<file path="src/rtl/stg_hazard_ctl.sv">
// Decode-stage issue controller: per-register pending-write scoreboard, RAW/WAW-overflow
// stall generation, taken-branch flush sequencing and halt drain.
module stg_hazard_ctl #(
  parameter int P_NGP       = 16,
  parameter int P_NSR       = 4,
  parameter int P_FLUSH_CYC = 2
) (
  input  logic                     iw_clk,
  input  logic                     iw_rst,
  input  logic                     iw_id_valid,
  input  logic [$clog2(P_NGP)-1:0] iw_id_tgt_gp,
  input  logic                     iw_id_tgt_gp_we,
  input  logic                     iw_id_tgt_gp_rd,
  input  logic [$clog2(P_NGP)-1:0] iw_id_src_gp,
  input  logic                     iw_id_src_gp_en,
  input  logic [$clog2(P_NSR)-1:0] iw_id_tgt_sr,
  input  logic                     iw_id_tgt_sr_we,
  input  logic [$clog2(P_NSR)-1:0] iw_id_src_sr,
  input  logic                     iw_id_src_sr_en,
  input  logic                     iw_wb_gp_we,
  input  logic [$clog2(P_NGP)-1:0] iw_wb_gp,
  input  logic                     iw_wb_sr_we,
  input  logic [$clog2(P_NSR)-1:0] iw_wb_sr,
  input  logic                     iw_br_taken,
  input  logic                     iw_halt_req,
  input  logic                     iw_resume,
  output logic                     ow_stall,
  output logic                     ow_issue,
  output logic                     ow_bubble,
  output logic                     ow_flush,
  output logic                     ow_halted,
  output logic                     ow_busy,
  output logic                     ow_err,
  output logic [1:0]               ow_state
);

  localparam int GW = $clog2(P_NGP);
  localparam int SW = $clog2(P_NSR);

  typedef enum logic [1:0] {
    ST_RUN    = 2'd0,
    ST_FLUSH  = 2'd1,
    ST_DRAIN  = 2'd2,
    ST_HALTED = 2'd3
  } state_t;

  state_t     state_reg;
  logic [2:0] flush_cnt_reg;
  logic       flush_reg;
  logic       halted_reg;
  logic       err_reg;

  logic [2*P_NGP-1:0] cnt_gp_flat;
  logic [2*P_NSR-1:0] cnt_sr_flat;
  logic [P_NGP-1:0]   gp_nz, gp_nz_next, gp_underflow;
  logic [P_NSR-1:0]   sr_nz, sr_nz_next, sr_underflow;

  logic [1:0] cnt_src_gp, cnt_tgt_gp, cnt_src_sr, cnt_tgt_sr;
  logic       haz;
  logic       issue;
  logic       busy_next;

  // Hazard looks only at registered counters; a same-cycle writeback does not clear it.
  assign cnt_src_gp = cnt_gp_flat[2*iw_id_src_gp +: 2];
  assign cnt_tgt_gp = cnt_gp_flat[2*iw_id_tgt_gp +: 2];
  assign cnt_src_sr = cnt_sr_flat[2*iw_id_src_sr +: 2];
  assign cnt_tgt_sr = cnt_sr_flat[2*iw_id_tgt_sr +: 2];

  assign haz = (iw_id_src_gp_en & (cnt_src_gp != 2'd0))
             | (iw_id_tgt_gp_rd & (cnt_tgt_gp != 2'd0))
             | (iw_id_src_sr_en & (cnt_src_sr != 2'd0))
             | (iw_id_tgt_gp_we & (cnt_tgt_gp == 2'd3))
             | (iw_id_tgt_sr_we & (cnt_tgt_sr == 2'd3));

  assign issue     = iw_id_valid & (state_reg == ST_RUN) & ~haz;
  assign ow_issue  = issue;
  assign ow_stall  = iw_id_valid & (state_reg == ST_RUN) & haz;
  assign ow_bubble = ~issue;

  genvar gi;
  generate
    for (gi = 0; gi < P_NGP; gi++) begin : g_gp
      logic [1:0] cnt_reg;
      logic [1:0] cnt_next;
      logic       inc;
      logic       dec;

      assign inc = issue & iw_id_tgt_gp_we & (iw_id_tgt_gp == GW'(gi));
      assign dec = iw_wb_gp_we & (iw_wb_gp == GW'(gi));

      always_comb begin
        cnt_next = cnt_reg;
        if (inc && !(dec && cnt_reg != 2'd0))
          cnt_next = cnt_reg + 2'd1;
        else if (!inc && dec && cnt_reg != 2'd0)
          cnt_next = cnt_reg - 2'd1;
      end

      always_ff @(posedge iw_clk or posedge iw_rst) begin
        if (iw_rst) cnt_reg <= 2'd0;
        else        cnt_reg <= cnt_next;
      end

      assign cnt_gp_flat[2*gi +: 2] = cnt_reg;
      assign gp_nz[gi]              = (cnt_reg != 2'd0);
      assign gp_nz_next[gi]         = (cnt_next != 2'd0);
      assign gp_underflow[gi]       = dec & (cnt_reg == 2'd0);
    end

    for (gi = 0; gi < P_NSR; gi++) begin : g_sr
      logic [1:0] cnt_reg;
      logic [1:0] cnt_next;
      logic       inc;
      logic       dec;

      assign inc = issue & iw_id_tgt_sr_we & (iw_id_tgt_sr == SW'(gi));
      assign dec = iw_wb_sr_we & (iw_wb_sr == SW'(gi));

      always_comb begin
        cnt_next = cnt_reg;
        if (inc && !(dec && cnt_reg != 2'd0))
          cnt_next = cnt_reg + 2'd1;
        else if (!inc && dec && cnt_reg != 2'd0)
          cnt_next = cnt_reg - 2'd1;
      end

      always_ff @(posedge iw_clk or posedge iw_rst) begin
        if (iw_rst) cnt_reg <= 2'd0;
        else        cnt_reg <= cnt_next;
      end

      assign cnt_sr_flat[2*gi +: 2] = cnt_reg;
      assign sr_nz[gi]              = (cnt_reg != 2'd0);
      assign sr_nz_next[gi]         = (cnt_next != 2'd0);
      assign sr_underflow[gi]       = dec & (cnt_reg == 2'd0);
    end
  endgenerate

  assign ow_busy   = (|gp_nz) | (|sr_nz);
  assign busy_next = (|gp_nz_next) | (|sr_nz_next);

  always_ff @(posedge iw_clk or posedge iw_rst) begin
    if (iw_rst)
      err_reg <= 1'b0;
    else if ((|gp_underflow) | (|sr_underflow))
      err_reg <= 1'b1;
  end

  // DRAIN finishes on the post-writeback counter values so a retiring last write halts next cycle.
  always_ff @(posedge iw_clk or posedge iw_rst) begin
    if (iw_rst) begin
      state_reg     <= ST_RUN;
      flush_cnt_reg <= 3'd0;
      flush_reg     <= 1'b0;
      halted_reg    <= 1'b0;
    end else begin
      case (state_reg)
        ST_RUN: begin
          if (iw_br_taken) begin
            state_reg     <= ST_FLUSH;
            flush_cnt_reg <= 3'(P_FLUSH_CYC);
            flush_reg     <= 1'b1;
          end else if (iw_halt_req) begin
            state_reg <= ST_DRAIN;
          end
        end
        ST_FLUSH: begin
          if (iw_br_taken) begin
            flush_cnt_reg <= 3'(P_FLUSH_CYC);
          end else if (flush_cnt_reg <= 3'd1) begin
            state_reg     <= ST_RUN;
            flush_cnt_reg <= 3'd0;
            flush_reg     <= 1'b0;
          end else begin
            flush_cnt_reg <= flush_cnt_reg - 3'd1;
          end
        end
        ST_DRAIN: begin
          if (iw_br_taken) begin
            state_reg     <= ST_FLUSH;
            flush_cnt_reg <= 3'(P_FLUSH_CYC);
            flush_reg     <= 1'b1;
          end else if (!busy_next) begin
            state_reg  <= ST_HALTED;
            halted_reg <= 1'b1;
          end
        end
        ST_HALTED: begin
          if (iw_resume) begin
            state_reg  <= ST_RUN;
            halted_reg <= 1'b0;
          end
        end
        default: begin
          state_reg     <= ST_RUN;
          flush_cnt_reg <= 3'd0;
          flush_reg     <= 1'b0;
          halted_reg    <= 1'b0;
        end
      endcase
    end
  end

  assign ow_flush  = flush_reg;
  assign ow_halted = halted_reg;
  assign ow_err    = err_reg;
  assign ow_state  = state_reg;

endmodule

</file>
<file path="config.mk">
export PLATFORM = sky130hd
export DESIGN_NAME = stg_hazard_ctl
export DESIGN_NICKNAME = d
export VERILOG_FILES = /design/src/rtl/stg_hazard_ctl.sv
export SDC_FILE = /design/constraint.sdc
export NUM_CORES = 1
export LEC_CHECK = 0
export CAP_MARGIN = 20
export CORE_ASPECT_RATIO = 1.5
export CORE_MARGIN = 2
export CORE_UTILIZATION = 64
export CTS_BUF_LIST = sky130_fd_sc_hd__clkbuf_4 sky130_fd_sc_hd__clkbuf_8 sky130_fd_sc_hd__clkbuf_16
export CTS_CLUSTER_DIAMETER = 30
export DETAILED_ROUTE_END_ITERATION = 16
export HOLD_SLACK_MARGIN = 0.12
export PLACE_DENSITY = 0.95
export SLEW_MARGIN = 10
export SYNTH_ARGS = -nofsm -noshare
export SYNTH_HDL_FRONTEND = slang
export SYNTH_SLANG_ARGS = --single-unit
</file>
<file path="constraint.sdc">
create_clock -name iw_clk -period 5.5 [get_ports iw_clk]
set_input_delay 1.1 -clock iw_clk [delete_from_list [all_inputs] [get_ports iw_clk]]
set_output_delay 1.1 -clock iw_clk [all_outputs]
set_load 0.01 [all_outputs]
</file>
==> out/metrics.cfg <==
[setup_path]
crit_top_cell=clkdlybuf4s50_1
cpMaxStageDelayCell=clkdlybuf4s50_1
endpoint_kind=output port
worstPathArrival_ns=4.22
critPathKind=in2out
crit_required_ns=4.40
worst-r2r-setup-slack_ns=1.55
cp_max_fo=16
slowest_delay_ns=0.57
startpoint_type=input pin
path_cells=clkdlybuf4s50_1 > buf_4 > mux2_2 > a2bb2o_1 > or4_1 > a21boi_1 > or3_1 > nor2_1 > nor2b_1 > clkdlybuf4s50_1
cp_top_family=buffers and inverters
path_buf_inv=3

[outcome]
outcome=finished clean

[worst_hold_path]
hp-class=reg2reg

[detailed_routing]
viasPerCell=6.90
first_pass_iters=6
wl_um=16900
routedWlPerCell_um=22.7
vias=5140
drt_iter0_markers=624
remaining_drc_errors=0
detail-route-antenna-nets=0

[timing]
skew_ns=0.00439
slew_headroom=0.464
hold_viol=0
drv_slew=0
finalSetupTns_ns=0
tightestPinTransition_ns=0.803
rsz0062_at_grt=no
fmax_mhz=188
layout_min_cycle_time_ns=5.32
setup_viol=0
finalCritPeriodShare=0.968

[run]
maxCapViolations=0

[synth]
synth_ff_type=dfrtp_1
ys_warn_count=0
async_reset_ff_frac=1.00
synth_seq_cells=48
syn-num-nets=654
ys_types=77
ys_seq_area_frac=0.247
netlist.area_leader.share=0.247
synth_edf_count=0
synthTopCellsByArea=dfrtp_1 (25%), ha_1 (5.7%), xnor2_1 (5.6%), mux4_2 (5.6%), inv_1 (4.9%)
netlist_instances=601
synth_top_cell_by_area=dfrtp_1
netlist_area_um2=4870
avgSynthCellArea_um2=8.10

[finish]
fin_nets=695
drive_gt1_frac=0.0995
fillers=585
largest_reg_flops=32
mostFrequentLayoutCell=inv_1
diodes=0
area_growth_pct=15.2
final_cell_mix=inv_1 (63), nor2_1 (59), dfrtp_1 (48), nand2_1 (39), clkdlybuf4s50_1 (39)

[floorplanning]
die_x_um=75.2
start_util=0.648
die_area_um2=8330
die_h_um=111
io_pins=40
core_area_um2=7510
row_count=39

[clock_tree]
cts_tree=built
numCtsBuffers=5
hold_buffers=0
insertion_delay_ns=0.30
h-tree-depth=2
post-cts-setup-buffers=0
ctsRootBufferMaster=clkbuf_16
cts-resized-gates=0
cts_buffer_depth=2
clkTransAtPathRegs_ns=0.07
clkSinkCount=48

[power_and_ir_drop]
ir_worst_vdd_uv=341
pwr_density_cell_nw_per_um2=472
leakage_nw=2.21
total_power_mw=2.65

[placement]
dpl.hpwl_um=13000
io_buffers=39
gp_congestion=1.14

[global_route]
globalRouteOverflowTotal=0
grt_pass1_vias=5154
grtUsageTotal=0.430
grt_max_degree=49
antenna_found_initial=0
grt_pass1_wl_um=26800

==> kinds of logic (layout without fill, tap and decap cells) <==
logic type | Yosys count | count (layout) | synth area share
AO/OA/AOI/OAI | 116 | 116 | 0.171
XOR/XNOR | 33 | 33 | 0.0594
adder cells (fa/ha/maj) | 26 | 26 | 0.0648
buffers and inverters | 89 | 131 | 0.0727
flip-flops | 48 | 48 | 0.247
multiplexers | 28 | 28 | 0.0902
AND/OR/NAND/NOR | 261 | 261 | 0.295
==> layer usage <==
metal / vias to the layer above / track usage / part of all wire
met5: - / 0 / 0
met4: 0 / 0.294 / 0.087
met3: 104 / 0.105 / 0.097
met2: 329 / 0.695 / 0.49
met1: 2410 / 0.478 / 0.33
li1: 2297 / - / -
==> worst paths after layout <==
kind	to	start	cells after the start
setup / recovery	ow_stall	iw_id_tgt_gp[1]	10
hold / removal	g_gp[13].cnt_reg[0]$_DFF_PP0_	g_gp[13].cnt_reg[0]$_DFF_PP0_	1
setup reg to reg	ow_halted$_DFFE_PP0P_	g_gp[3].cnt_reg[0]$_DFF_PP0_	12
hold reg to reg	g_gp[13].cnt_reg[0]$_DFF_PP0_	g_gp[13].cnt_reg[0]$_DFF_PP0_	1
max in group asynchronous	g_gp[2].cnt_reg[1]$_DFF_PP0_	iw_rst	3
min in group asynchronous	g_gp[4].cnt_reg[1]$_DFF_PP0_	iw_rst	2
==> per-stage QoR <==
| step | setup WS, ns | instance area, µm² | utilization | std cells | hold WS (ns) |
|---|---|---|---|---|---|
| after floorplan | 1.12 | 4870 | - | 601 | 0.488 |
| after global placement | 0.308 | 5420 | 0.721 | 736 | 0.511 |
| after detailed placement | 0.279 | 5420 | 0.721 | 736 | 0.523 |
| after CTS | 0.212 | 5590 | 0.743 | 744 | 0.533 |
| after global routing | 0.0615 | 5610 | 0.746 | 745 | 0.559 |
| final | 0.176 | 5610 | 0.746 | 745 | 0.544 |
==> power breakdown <==
part | switching, mW | leakage (nW) | internal [mW]
Sequential | 0.236 | 0.591 | 0.502
Combinational | 0.896 | 1.54 | 0.647
Clock | 0.150 | 0.0804 | 0.216
Total | 1.28 | 2.21 | 1.37
==> cells in the mapped netlist (all sizes together), types with 3 or more instances <==
master and n:
inv 64, nor2 59, dfrtp 48, nand2 39, nor3 36, xnor2 31, nand3 27, ha 22
o21ai 21, nand4 18, clkbuf 15, a21oi 14, nor4 13, mux4 12, nand2b 12, a31oi 10
buf 10, o31ai 10, or3 10, mux2i 9, o211ai 9, and2 8, mux2 7, nor2b 7
a22oi 6, or4 6, a21o 5, o22ai 5, a41oi 4, and3 4, maj3 4, nand4b 4
a21boi 3, a22o 3, nand3b 3, nor3b 3, o31a 3, o32ai 3, or3b 3
==> final cells by class <==
class	instances	area, µm²	share of cell area
multi-input combinational	464	3310	0.591
clock buffer	5	125	0.0223
inverter	64	240	0.0428
clock inverter	3	46.3	0.00826
sequential	48	1200	0.214
tap	102	128	0.0228
timing repair buffer	59	553	0.0986
(Power assumes the default switching activity.)
